<file path="src/rtl/ysyx_24090003_mem_arbiter.sv">
// Arbitrates instruction fetch and load/store onto one memory port, one transaction in flight.
// Tie-breaking: fixed load/store priority by default; round-robin when YSYX_24090003_ARB_RR_EN is defined.
module ysyx_24090003_mem_arbiter #(
  parameter int ADDR_W = 32,
  parameter int DATA_W = 32
) (
  input  logic                cpu_clk,
  input  logic                cpu_rs,
  // fetch port
  input  logic                if_req_valid,
  input  logic [ADDR_W-1:0]   if_req_addr,
  output logic                if_req_ready,
  output logic                if_resp_valid,
  output logic [DATA_W-1:0]   if_resp_data,
  // load/store port
  input  logic                ls_req_valid,
  input  logic                ls_req_wen,
  input  logic [ADDR_W-1:0]   ls_req_addr,
  input  logic [DATA_W-1:0]   ls_req_wdata,
  input  logic [DATA_W/8-1:0] ls_req_wmask,
  output logic                ls_req_ready,
  output logic                ls_resp_valid,
  output logic [DATA_W-1:0]   ls_resp_data,
  // shared memory port
  output logic                mem_req_valid,
  input  logic                mem_req_ready,
  output logic                mem_req_wen,
  output logic [ADDR_W-1:0]   mem_req_addr,
  output logic [DATA_W-1:0]   mem_req_wdata,
  output logic [DATA_W/8-1:0] mem_req_wmask,
  input  logic                mem_resp_valid,
  input  logic [DATA_W-1:0]   mem_resp_data
);
  localparam int MASK_W = DATA_W / 8;

  typedef enum logic [1:0] {ST_IDLE, ST_REQ, ST_RESP} state_t;
  typedef enum logic {OWN_IF = 1'b0, OWN_LS = 1'b1} owner_t;

  state_t              state;
  owner_t              owner;
  logic                lat_wen;
  logic [ADDR_W-1:0]   lat_addr;
  logic [DATA_W-1:0]   lat_wdata;
  logic [MASK_W-1:0]   lat_wmask;

  logic idle;
  logic ls_first;
  logic grant_if;
  logic grant_ls;
  logic resp_fire;

`ifdef YSYX_24090003_ARB_RR_EN
  owner_t last_served;
  // Load/store wins a tie only when fetch was served last.
  assign ls_first = (last_served == OWN_IF);
`else
  assign ls_first = 1'b1;
`endif

  // Gating with cpu_rs keeps the readies low while reset is held even though the FSM already sits in IDLE.
  assign idle     = (state == ST_IDLE) && !cpu_rs;
  assign grant_ls = idle && ls_req_valid && (ls_first || !if_req_valid);
  assign grant_if = idle && if_req_valid && !grant_ls;

  assign if_req_ready = grant_if;
  assign ls_req_ready = grant_ls;

  // NOTE: state registers use non-blocking (<=) so every flop samples pre-edge values; blocking here would create order-dependent races.
  always_ff @(posedge cpu_clk or posedge cpu_rs) begin
    if (cpu_rs) begin
      state     <= ST_IDLE;
      owner     <= OWN_IF;
      lat_wen   <= 1'b0;
      lat_addr  <= '0;
      lat_wdata <= '0;
      lat_wmask <= '0;
`ifdef YSYX_24090003_ARB_RR_EN
      last_served <= OWN_IF;
`endif
    end else begin
      case (state)
        ST_IDLE: begin
          if (grant_ls) begin
            state     <= ST_REQ;
            owner     <= OWN_LS;
            lat_wen   <= ls_req_wen;
            lat_addr  <= ls_req_addr;
            lat_wdata <= ls_req_wdata;
            lat_wmask <= ls_req_wmask;
`ifdef YSYX_24090003_ARB_RR_EN
            last_served <= OWN_LS;
`endif
          end else if (grant_if) begin
            state     <= ST_REQ;
            owner     <= OWN_IF;
            lat_wen   <= 1'b0;
            lat_addr  <= if_req_addr;
            lat_wdata <= '0;
            lat_wmask <= '1;
`ifdef YSYX_24090003_ARB_RR_EN
            last_served <= OWN_IF;
`endif
          end
        end
        ST_REQ:  if (mem_req_ready)  state <= ST_RESP;
        ST_RESP: if (mem_resp_valid) state <= ST_IDLE;
        default: state <= ST_IDLE;
      endcase
    end
  end

  // Request fields come only from the latched copy and read as zero whenever no request is presented.
  assign mem_req_valid = (state == ST_REQ);
  assign mem_req_wen   = mem_req_valid & lat_wen;
  assign mem_req_addr  = {ADDR_W{mem_req_valid}} & lat_addr;
  assign mem_req_wdata = {DATA_W{mem_req_valid}} & lat_wdata;
  assign mem_req_wmask = {MASK_W{mem_req_valid}} & lat_wmask;

  assign resp_fire     = (state == ST_RESP) && mem_resp_valid;
  assign if_resp_valid = resp_fire && (owner == OWN_IF);
  assign ls_resp_valid = resp_fire && (owner == OWN_LS);
  assign if_resp_data  = {DATA_W{if_resp_valid}} & mem_resp_data;
  assign ls_resp_data  = {DATA_W{ls_resp_valid}} & mem_resp_data;

endmodule

</file>
<file path="config.mk">
export PLATFORM = sky130hd
export DESIGN_NAME = ysyx_24090003_mem_arbiter
export DESIGN_NICKNAME = d
export VERILOG_FILES = /design/src/rtl/ysyx_24090003_mem_arbiter.sv
export SDC_FILE = /design/constraint.sdc
export NUM_CORES = 1
export LEC_CHECK = 0
export CAP_MARGIN = 20
export CORE_MARGIN = 4
export CORE_UTILIZATION = 38
export CTS_BUF_LIST = sky130_fd_sc_hd__clkbuf_8 sky130_fd_sc_hd__clkbuf_16
export DETAILED_ROUTE_END_ITERATION = 10
export PLACE_DENSITY = 0.93
export SLEW_MARGIN = 20
export SYNTH_ARGS = -nofsm -noshare
export SYNTH_HDL_FRONTEND = slang
export SYNTH_SLANG_ARGS = --single-unit
</file>
<file path="constraint.sdc">
create_clock -name cpu_clk -period 6.66 [get_ports cpu_clk]
set_input_delay 0.999 -clock cpu_clk [delete_from_list [all_inputs] [get_ports cpu_clk]]
set_output_delay 0.999 -clock cpu_clk [all_outputs]
set_load 0.01 [all_outputs]
</file>
; ---- Yosys cells after proc, flatten, opt, wreduce, memory -nomap -nowiden
; Cells that the tools add are included.
[op_classes]
add_sub_neg = 0
multipliers = 0
n_div = 0
magnitude_cmp = 0
eq_ne = 5
n_shift = 0
muxes = 14
n_bitwise = 7
n_reduce_logical = 13
[ops]
columns = operator, n
row1 = $and 32x32->32, 4
row2 = $mux 32, 4
row3 = $mux 2, 4
row4 = $mux 4, 2
row5 = $logic_and 1x1->1, 7
row6 = $pmux 2 s3, 1
row7 = $and 4x4->4, 1
row8 = $mux 1, 3
row9 = $ne 3x3->1 const B, 1
row10 = $reduce_and 3->1, 1
row11 = $eq 2x1->1 const B, 1
row12 = $eq 2x2->1 const B, 1
row13 = $logic_not 1->1, 2
row14 = $logic_not 2->1, 1
row15 = $ne 2x1->1 const B, 1
row16 = $ne 2x2->1 const B, 1
row17 = $reduce_and 2->1, 1
row18 = $reduce_bool 2->1, 1
row19 = $and 1x1->1, 1
row20 = $not 1->1, 1
[word_totals]
reg_bits = 72
latchBits = 0
ramBits = 0
romBits = 0
out_inout_bits = 138
elab_cells = 45
n_memories = 0

; ---- Logic depth before layout (Yosys ltp)
; Gate-level depths: netlist (run 1).
[depth]
depth_word = 8
ltp_mapped = 6
depth_no_buf = 4

; ---- Worst setup path after synthesis (run 1)
; No wires, ideal clock.
[synth_timing]
path_kind = input-to-output
start = input ls_req_valid
end = output if_req_ready
arrival_time_ns = 1.729
required_ns = 5.661
path_slack_ns = 3.932
stages = 5
n_path_buf = 3
path_cell_list = buf_2 > nor2b_1 > buf_2 > buf_2 > and2_1
[synth_between]
elab_chain_cells = 3
[synth_lines]
columns = item, line
row1 = start: declaration, 16  ; input logic ls_req_valid,
row2 = $logic_and 1x1->1, 62  ; assign grant_ls = idle && ls_req_valid && (ls_first || !if_req_valid);
row3 = $logic_not 1->1, 63  ; assign grant_if = idle && if_req_valid && !grant_ls;
row4 = $logic_and 1x1->1, 63
row5 = end: declaration, 12  ; output logic if_req_ready,
; No other way between the ends.

; ---- Worst setup path in the final report (run 1)
[layout_timing]
start = input ls_req_valid
end = output ls_req_ready
[layout_between]
elab_chain_cells = 1
[layout_lines]
columns = item, line
row1 = $logic_and 1x1->1, 62
row2 = end: declaration, 21  ; output logic ls_req_ready,
; No other way between the ends.

==> results of run 1 <==
==> per-stage QoR <==
stage                     hold slack [ns]  instance area, um2  total power, uW
after floorplan                    0.4481                3812             1219
after global placement             0.4635                6583             1643
after detailed placement           0.4659                6589             1678
after CTS                          0.4863                6843             2122
after global routing               0.5016                6879             2239
final                              0.4832                6879             2120
==> registers in the layout (all words and copies together) (netlist names) <==
register   cells
state          2
lat_wdata     32
lat_wmask      4
lat_wen        1
lat_addr      32
owner          1
==> kinds of logic (layout without fill, tap and decap cells) <==
logic type             Yosys count  in the layout  share of synthesized area (%)
AND/OR/NAND/NOR                148            148                          24.61
buffers and inverters           38            298                          5.415
flip-flops                      72             72                          47.26
other                            0              1                              0
AO/OA/AOI/OAI                  104            104                          22.71
==> worst paths after layout <==
kind                            cells after the start  slack, ns       endpoint          from
worst max-delay path                                5       2.43   ls_req_ready  ls_req_valid
worst min-delay path                                1       0.48   lat_addr[11]  lat_addr[11]
min in group asynchronous                           2       1.19    lat_addr[8]        cpu_rs
worst min register to register                      1       0.48   lat_addr[11]  lat_addr[11]
worst max register to register                      4       4.83  lat_wdata[13]      state[0]
max in group asynchronous                           3       4.50       state[1]        cpu_rs
==> critical path, cell delays in order <==
cell	delay (ns)
clkdlybuf4s50_1	0.45
buf_4	0.36
nand2_1	0.24
inv_2	0.50
clkdlybuf4s50_1	0.66
==> synthesized netlist by cell type <==
library cell,number
inv_1,1
and2_1,134
nand2b_1,2
a22o_1,33
a22oi_1,32
clkbuf_2,3
o21ai_0,1
inv_2,1
o21ai_2,1
buf_4,4
nor2_4,1
buf_6,4
and4b_1,1
nand2_1,4
o2bb2ai_1,32
clkbuf_1,13
or3_1,1
a21o_1,1
o22a_1,4
dfrtp_1,72
nor3_4,1
nor2_1,1
buf_2,12
nor2b_1,2
nor3b_2,1
==> power breakdown <==
part | switching, uW | internal, uW | total [uW]
registers | 111 | 641 | 753
clock network | 165 | 269 | 434
logic | 391 | 542 | 933
==> layout by cell type (no fill, tap or decap) <==
master,count
o2bb2ai_1,32
nor2b_4,2
nor3_4,1
clkbuf_8,11
or3_2,1
dfrtp_1,72
clkdlybuf4s50_1,276
nor2_1,1
buf_16,1
buf_4,3
a22oi_1,32
nand2b_1,2
a21o_1,1
bufinv_16,3
o21ai_4,1
clkinv_2,1
inv_2,2
o22a_1,4
o21ai_0,1
nor3b_4,1
clkinvlp_4,1
diode_2,1
a22o_1,33
and2_1,134
nor2_4,1
and4b_1,1
nand2_1,4
==> per-layer routing <==
metal | vias to the layer above | wire [um] | GRT usage (%) | part of all wire (%)
met5 | - | 0 | 0 | 0
met4 | 0 | 500 | 11.63 | 3.7
met3 | 34 | 1093 | 5.075 | 8.0
met2 | 198 | 7150 | 39.56 | 53
li1 | 1785 | - | - | -
met1 | 1845 | 4861 | 25.24 | 36
==> final cells by class <==
cell class | count | area, um2 | area share (%)
Antenna cell | 1 | 2.502 | 0.03638
Clock buffer | 11 | 151.4 | 2.201
Clock inverter | 5 | 102.6 | 1.491
Inverter | 2 | 7.507 | 0.1091
Multi-Input combinational cell | 252 | 1834 | 26.66
Sequential cell | 72 | 1802 | 26.19
Tap cell | 133 | 166.4 | 2.419
Timing Repair Buffer | 280 | 2813 | 40.89
==> impl_metrics.py, run 1 <==
metrics = {
    "run_status": {
        "status": "finished clean",
    },
    "grt": {
        "grt_first_pass_wirelength_um": 20240,
        "antenna_found_initial": 1,
        "grt_max_degree": 73,
        "grt_usage_pct": 22.42,
        "grt_pass1_vias": 3832,
        "gr-total-overflow": 0,
    },
    "timing": {
        "rsz0062_at_grt": "no",
        "worst_pin_slew_ns": 0.8798,
        "setup_viol": 0,
        "max-slew-margin-rel_pct": 41.13,
        "slew_violations": 0,
        "fin_crit_ns": 4.231,
        "finalCritPeriodShare_pct": 63.53,
        "fmax_mhz": 236.3,
        "tns_ns": 0,
        "hold_violations": 0,
        "setup_ws_ns": 2.429,
        "fin_skew_ns": 0.006355,
    },
    "placed_design": {
        "dp_hpwl_um": 10460,
        "finalWeightedCongestion": 0.8115,
        "pre_cts_slack_ns": 2.220,
        "numPlacedInstances": 738,
        "io_buffers": 276,
    },
    "cells_and_area": {
        "fill_cells": 685,
        "drive_above_1_share_pct": 4.662,
        "nets": 756,
        "final_util_pct": 70.38,
        "fin_cells": 756,
        "areaGrowthSynthToFinish_pct": 80.44,
    },
    "drt": {
        "vias": 3862,
        "drt_iter0_markers": 195,
        "drt-total-wl_um": 13610,
        "drc": 0,
        "first_pass_iters": 4,
        "antenna_left": 0,
        "vias_per_cell": 5.108,
        "wl_per_cell_um": 18.00,
    },
    "clock_tree": {
        "post_cts_buffers": 0,
        "cts_buffer_depth": 2,
        "cts_root_buffer": "clkbuf_8",
        "cts.reportedPaths.clkPinSlew_ns": 0.07,
        "cts_sinks": 72,
        "numCtsBuffers": 9,
        "cts_tree": "done",
        "cts_resized": 0,
        "insertion_delay_ns": 0.35,
        "htree_levels": 3,
        "ctsHoldBuffers": 0,
    },
    "min_path": {
        "hold_path_class": "flop to flop",
    },
    "floorplan": {
        "rows": 36,
        "coreArea_um2": 9774,
        "die-area_um2": 11700,
        "initial_core_util_pct": 39.00,
        "die_y_um": 108.2,
        "io_pins": 277,
        "die_w_um": 108.2,
    },
    "synth": {
        "synth_nets": 501,
        "yosysWarningCount": 0,
        "synth_cell_types": 25,
        "synth_top_area_share_pct": 47.26,
        "synth_cells": 362,
        "ys_seq_area_share_pct": 47.26,
        "synth_area_um2": 3812,
        "syn_avg_cell_area_um2": 10.53,
        "synth-seq-cells": 72,
        "yosysTopAreaCell": "dfrtp_1",
        "synth.area.top_cells": "dfrtp_1 47%, and2_1 22%, a22o_1 7.6%, o2bb2ai_1 7.4%, a22oi_1 6.3%",
    },
    "setup_path": {
        "arrival_ns": 3.23,
        "critPathLaunchType": "input port",
        "required_ns": 5.66,
        "end_kind": "primary output",
        "cp_max_fo": 36,
        "timing_worst_setup_path_type": "input port to primary output",
    },
    "power": {
        "ir_worst_vdd_mv": 0.1683,
        "power.leakage_uw": 0.002779,
        "powerDensity_nw_per_um2": 308.2,
    },
    "flow_run": {
        "maxCapViolations": 0,
    },
}
(Power assumes the default switching activity.)
==> inputs of run 2 (changes only) <==
- CORE_UTILIZATION: 38 -> 32
- PLACE_DENSITY: 0.93 -> 0.84
- clock period: 6.66 -> 3.8 ns (I/O delays scaled with it)
==> impl_metrics.py, run 2 (same netlist as run 1, synthesis figures left out) <==
metrics = {
    "setup_path": {
        "crit_path_end": "ls_resp_data[10]",
        "reg2reg_depth": 5,
        "cpMostUsedCell": "clkdlybuf4s50_1",
        "worst_r2r_endpoint": "lat_wdata[26]",
        "critical_path.startpoint": "mem_resp_valid",
        "arrival_ns": 2.57,
        "required_ns": 3.23,
        "end_kind": "primary output",
        "cpMaxStageDelayCell": "and4b_1",
        "critPathLaunchType": "input port",
        "timing_worst_setup_path_type": "input port to primary output",
        "worstPathCellList": "clkdlybuf4s50_1 -> and4b_1 -> and2_1 -> clkdlybuf4s50_1",
        "cpPeakStageDelay_ns": 0.74,
        "r2r-start": "state[0]",
        "cp_max_fo": 33,
        "r2r_slack_ns": 2.12,
    },
    "timing": {
        "setup_viol": 0,
        "fin_skew_ns": 0.005871,
        "fin_crit_ns": 3.144,
        "max-slew-margin-rel_pct": 45.85,
        "finalCritPeriodShare_pct": 82.75,
        "tns_ns": 0,
        "hold_violations": 0,
        "slew_violations": 0,
        "fmax_mhz": 318.0,
        "worst_pin_slew_ns": 0.8116,
        "rsz0062_at_grt": "no",
        "setup_ws_ns": 0.6557,
    },
    "clock_tree": {
        "cts_sinks": 72,
        "cts_root_buffer": "clkbuf_16",
        "cts.reportedPaths.clkPinSlew_ns": 0.06,
        "cts_resized": 0,
        "numCtsBuffers": 9,
        "cts_tree": "done",
        "htree_levels": 3,
        "ctsHoldBuffers": 0,
        "post_cts_buffers": 0,
        "cts_buffer_depth": 2,
        "insertion_delay_ns": 0.33,
    },
    "flow_run": {
        "maxCapViolations": 0,
    },
    "cells_and_area": {
        "drive_above_1_share_pct": 5.263,
        "register_area_um2": 1802,
        "areaGrowthSynthToFinish_pct": 83.07,
        "fill_cells": 941,
        "final_cell_mix": "276 x clkdlybuf4s50_1, 134 x and2_1, 72 x dfrtp_1, 33 x a22o_1",
        "final_common_cell": "clkdlybuf4s50_1",
        "fin_cells": 773,
        "reg.largest.list": "lat_addr x32, lat_wdata x32, lat_wmask x4",
        "nets": 761,
        "multi_input_area_um2": 1822,
    },
    "drt": {
        "drt-total-wl_um": 14400,
        "wl_per_cell_um": 18.63,
        "first_pass_iters": 5,
        "antenna_left": 0,
        "vias_per_cell": 4.894,
        "drt_iter0_markers": 176,
        "drc": 0,
        "vias": 3783,
    },
    "placed_design": {
        "finalWeightedCongestion": 0.9999,
        "dp_hpwl_um": 11450,
        "pre_cts_slack_ns": 0.6684,
        "io_buffers": 276,
        "numPlacedInstances": 754,
    },
    "power": {
        "ir_worst_vdd_mv": 0.3360,
        "powerDensity_nw_per_um2": 551.6,
        "power.leakage_uw": 0.002818,
        "power.total_uw": 3850,
    },
    "floorplan": {
        "die_w_um": 117.2,
        "die-area_um2": 13720,
        "die_y_um": 117.2,
        "io_pins": 277,
        "rows": 39,
        "initial_core_util_pct": 33.11,
        "coreArea_um2": 11520,
    },
    "grt": {
        "gr-total-overflow": 0,
        "grt_pass1_vias": 3968,
        "antenna_found_initial": 3,
        "grt_max_degree": 67,
        "grt_first_pass_wirelength_um": 21390,
        "grt_usage_pct": 20.46,
    },
    "min_path": {
        "hold_path_class": "flop to flop",
    },
    "run_status": {
        "status": "finished clean",
    },
}
[run 2: cell types whose count changed in the layout (fill, tap and decap cells not counted), sizes merged]
cell,change
buf,+5
bufinv,-1
clkbuf,-1
clkinv,+1
clkinvlp,+1
diode,+2
[run 2: how the worst min path moves through the flow]
stage | from | endpoint | slack [ns] | cells after the start
2_1_floorplan | lat_addr[0] | lat_addr[0] | 0.45 | 1
3_3_place_gp | lat_addr[31] | lat_addr[31] | 0.46 | 1
3_5_place_dp | lat_addr[9] | lat_addr[9] | 0.47 | 1
4_1_cts | lat_addr[31] | lat_addr[31] | 0.48 | 1
5_1_grt | lat_addr[17] | lat_addr[17] | 0.50 | 1
6_report | lat_addr[31] | lat_addr[31] | 0.48 | 1
[run 2: where the power goes]
group	internal (uW)	leakage (uW)	switching (uW)	total (uW)
logic	938	0.00176	673	1610
registers	1130	0.000901	199	1330
clock network	594	0.000155	320	914
[run 2: layout make-up]
type                       instances  share of cell area, %
timing repair buffer             285                  40.55
sequential                        72                  25.82
clock buffer                      10                  3.424
inverter                           2                 0.1076
antenna                            3                 0.1076
tap                              143                  2.564
multi-input combinational        252                  26.10
clock inverter                     6                  1.327
[run 2: routing by layer]
| metal | vias up | share of wire, % | GRT usage (%) |
|---|---|---|---|
| met5 | - | 0 | 0 |
| met4 | 0 | 3.4 | 8.869 |
| met3 | 25 | 7.3 | 4.833 |
| met2 | 166 | 54 | 38.24 |
| met1 | 1792 | 36 | 21.73 |
| li1 | 1800 | - | - |
[run 2: metrics by stage]
| stage | instance area [um2] | hold slack [ns] | util (%) |
|---|---|---|---|
| 6_report | 6979 | 0.4795 | 60.60 |
| 5_1_grt | 6979 | 0.4995 | 60.60 |
| 4_1_cts | 6972 | 0.4843 | 60.54 |
| 3_5_place_dp | 6640 | 0.4661 | 57.66 |
| 3_3_place_gp | 6640 | 0.4641 | 57.66 |
| 2_1_floorplan | 3812 | 0.4481 | - |
[run 2: critical path: cells and delay by family]
kind / cells / cell delay [ns]
buffers and inverters: 2 / 1.02
AND/OR/NAND/NOR: 2 / 0.98
==> inputs of run 3 (changes only) <==
- clock period: 3.8 -> 2.7 ns (I/O delays scaled with it)
==> impl_metrics.py, run 3 (same netlist as run 1, synthesis figures left out) <==
metrics = {
    "setup_path": {
        "worst_r2r_endpoint": "lat_wdata[29]",
        "cpMaxStageDelayCell": "clkdlybuf4s50_1",
        "critPathLaunchType": "flop",
        "cp_top_family": "buffers and inverters",
        "reg2reg_depth": 5,
        "required_ns": 2.30,
        "cpPeakStageDelay_ns": 0.55,
        "cp_num_buf_inv": 2,
        "r2r-start": "state[0]",
        "r2r_slack_ns": 1.04,
        "end_kind": "primary output",
        "critical_path.startpoint": "state[0]",
        "crit_path_end": "if_resp_data[2]",
        "worstPathCellList": "nand2b_1 -> nor3b_2 -> buf_12 -> and2_1 -> clkdlybuf4s50_1",
        "arrival_ns": 2.07,
        "cp_max_fo": 33,
        "cp_num_cells": 5,
        "timing_worst_setup_path_type": "flop to primary output",
    },
    "timing": {
        "rsz0062_at_grt": "no",
        "max-slew-margin-rel_pct": 58.11,
        "setup_viol": 0,
        "finalCritPeriodShare_pct": 91.66,
        "tns_ns": 0,
        "worst_pin_slew_ns": 0.6260,
        "fmax_mhz": 404.1,
        "slew_violations": 0,
        "fin_skew_ns": 0.008731,
        "fin_crit_ns": 2.475,
        "hold_violations": 0,
    },
    "drt": {
        "drt_iter0_markers": 179,
        "antenna_left": 0,
        "wl_per_cell_um": 18.21,
        "vias": 3778,
        "drt-total-wl_um": 14120,
        "first_pass_iters": 4,
        "vias_per_cell": 4.875,
        "drc": 0,
    },
    "clock_tree": {
        "cts_root_buffer": "clkbuf_16",
        "cts_tree": "done",
        "post_cts_buffers": 0,
        "cts_sinks": 72,
        "htree_levels": 3,
        "cts_buffer_depth": 2,
        "ctsHoldBuffers": 0,
        "insertion_delay_ns": 0.32,
        "numCtsBuffers": 9,
        "cts.reportedPaths.clkPinSlew_ns": 0.05,
        "cts_resized": 0,
    },
    "cells_and_area": {
        "final_common_cell": "clkdlybuf4s50_1",
        "drive_above_1_share_pct": 5.556,
        "reg.largest.list": "lat_addr x32, lat_wdata x32, lat_wmask x4",
        "areaGrowthSynthToFinish_pct": 83.69,
        "stdcell_area_um2": 7003,
        "fill_cells": 971,
        "nets": 764,
        "final_cell_mix": "276 x clkdlybuf4s50_1, 134 x and2_1, 72 x dfrtp_1, 33 x a22o_1",
    },
    "floorplan": {
        "die_y_um": 117.2,
        "io_pins": 277,
        "rows": 39,
        "die-area_um2": 13720,
        "initial_core_util_pct": 33.11,
        "coreArea_um2": 11520,
        "die_w_um": 117.2,
    },
    "power": {
        "p_seq_share_pct": 35.4,
        "power.leakage_uw": 0.002832,
        "internal_power_uw": 3608,
        "pwr-share-comb_pct": 43.8,
        "powerDensity_nw_per_um2": 751.5,
        "ir_worst_vdd_mv": 0.3789,
        "swShare_pct": 31.45,
        "power.switching_uw": 1655,
        "power_frac_clock_pct": 20.8,
    },
    "placed_design": {
        "finalWeightedCongestion": 0.9154,
        "dp_hpwl_um": 11350,
        "placed_area_um2": 6713,
        "io_buffers": 276,
    },
    "grt": {
        "grt_pass1_vias": 3869,
        "grt_max_degree": 47,
        "gr-total-overflow": 0,
        "grt_first_pass_wirelength_um": 21020,
        "antenna_found_initial": 2,
        "grt_usage_pct": 20.04,
    },
    "run_status": {
        "status": "finished clean",
    },
    "min_path": {
        "min_from": "lat_addr[10]",
        "hold_path_class": "flop to flop",
    },
    "flow_run": {
        "maxCapViolations": 0,
    },
}
run 3: changes by cell type in the layout (fill, tap and decap cells not counted), sizes merged:
cell    delta
buf        +3
bufinv     -2
clkbuf     +1
diode      -1
inv        +1
run 3: routing by layer:
metal  wire, um  up-vias  GRT usage (%)
met5          0        -              0
met4        327        0          6.957
met3       1022       16          5.296
met2       7593      163          36.99
met1       5172     1794          22.07
li1           -     1805              -
run 3: power by group through the flow:
stage	Combinational (uW)	Clock [uW]	Sequential (uW)
finish	2310	1100	1860
global route	2500	1170	1930
CTS	2340	1130	1870
detailed placement	2340	0	1860
global placement	2280	0	1840
floorplan	1240	0	1770
run 3: area by class of cell:
cell class / count / area [um2] / area share, %
sequential: 72 / 1802 / 25.73
tap: 143 / 178.9 / 2.555
timing repair buffer: 288 / 2903 / 41.45
clock buffer: 11 / 252.7 / 3.609
multi-input combinational: 252 / 1822 / 26.01
clock inverter: 5 / 32.53 / 0.4645
antenna: 2 / 5.005 / 0.07147
inverter: 2 / 7.507 / 0.1072
run 3: stage by stage:
stage / cells / setup WS, ns / total power, uW / util (%) / hold WS (ns)
after global placement: 757 / 0.2467 / 4125 / 58.29 / 0.4644
after global routing: 775 / 0.1006 / 5598 / 60.81 / 0.4978
after CTS: 773 / 0.2002 / 5339 / 60.77 / 0.4830
after floorplan: 362 / 0.4701 / 3007 / - / 0.4481
after detailed placement: 757 / 0.2348 / 4200 / 58.29 / 0.4660
final: 775 / 0.2252 / 5263 / 60.81 / 0.4804
run 3: how the worst min path moves through the flow:
stage,end,slack [ns],cells past startpoint
5_1_grt,lat_addr[9],0.50,1
4_1_cts,lat_addr[10],0.48,1
3_5_place_dp,lat_addr[10],0.47,1
6_report,lat_addr[10],0.48,1
2_1_floorplan,lat_addr[0],0.45,1
3_3_place_gp,lat_addr[10],0.46,1
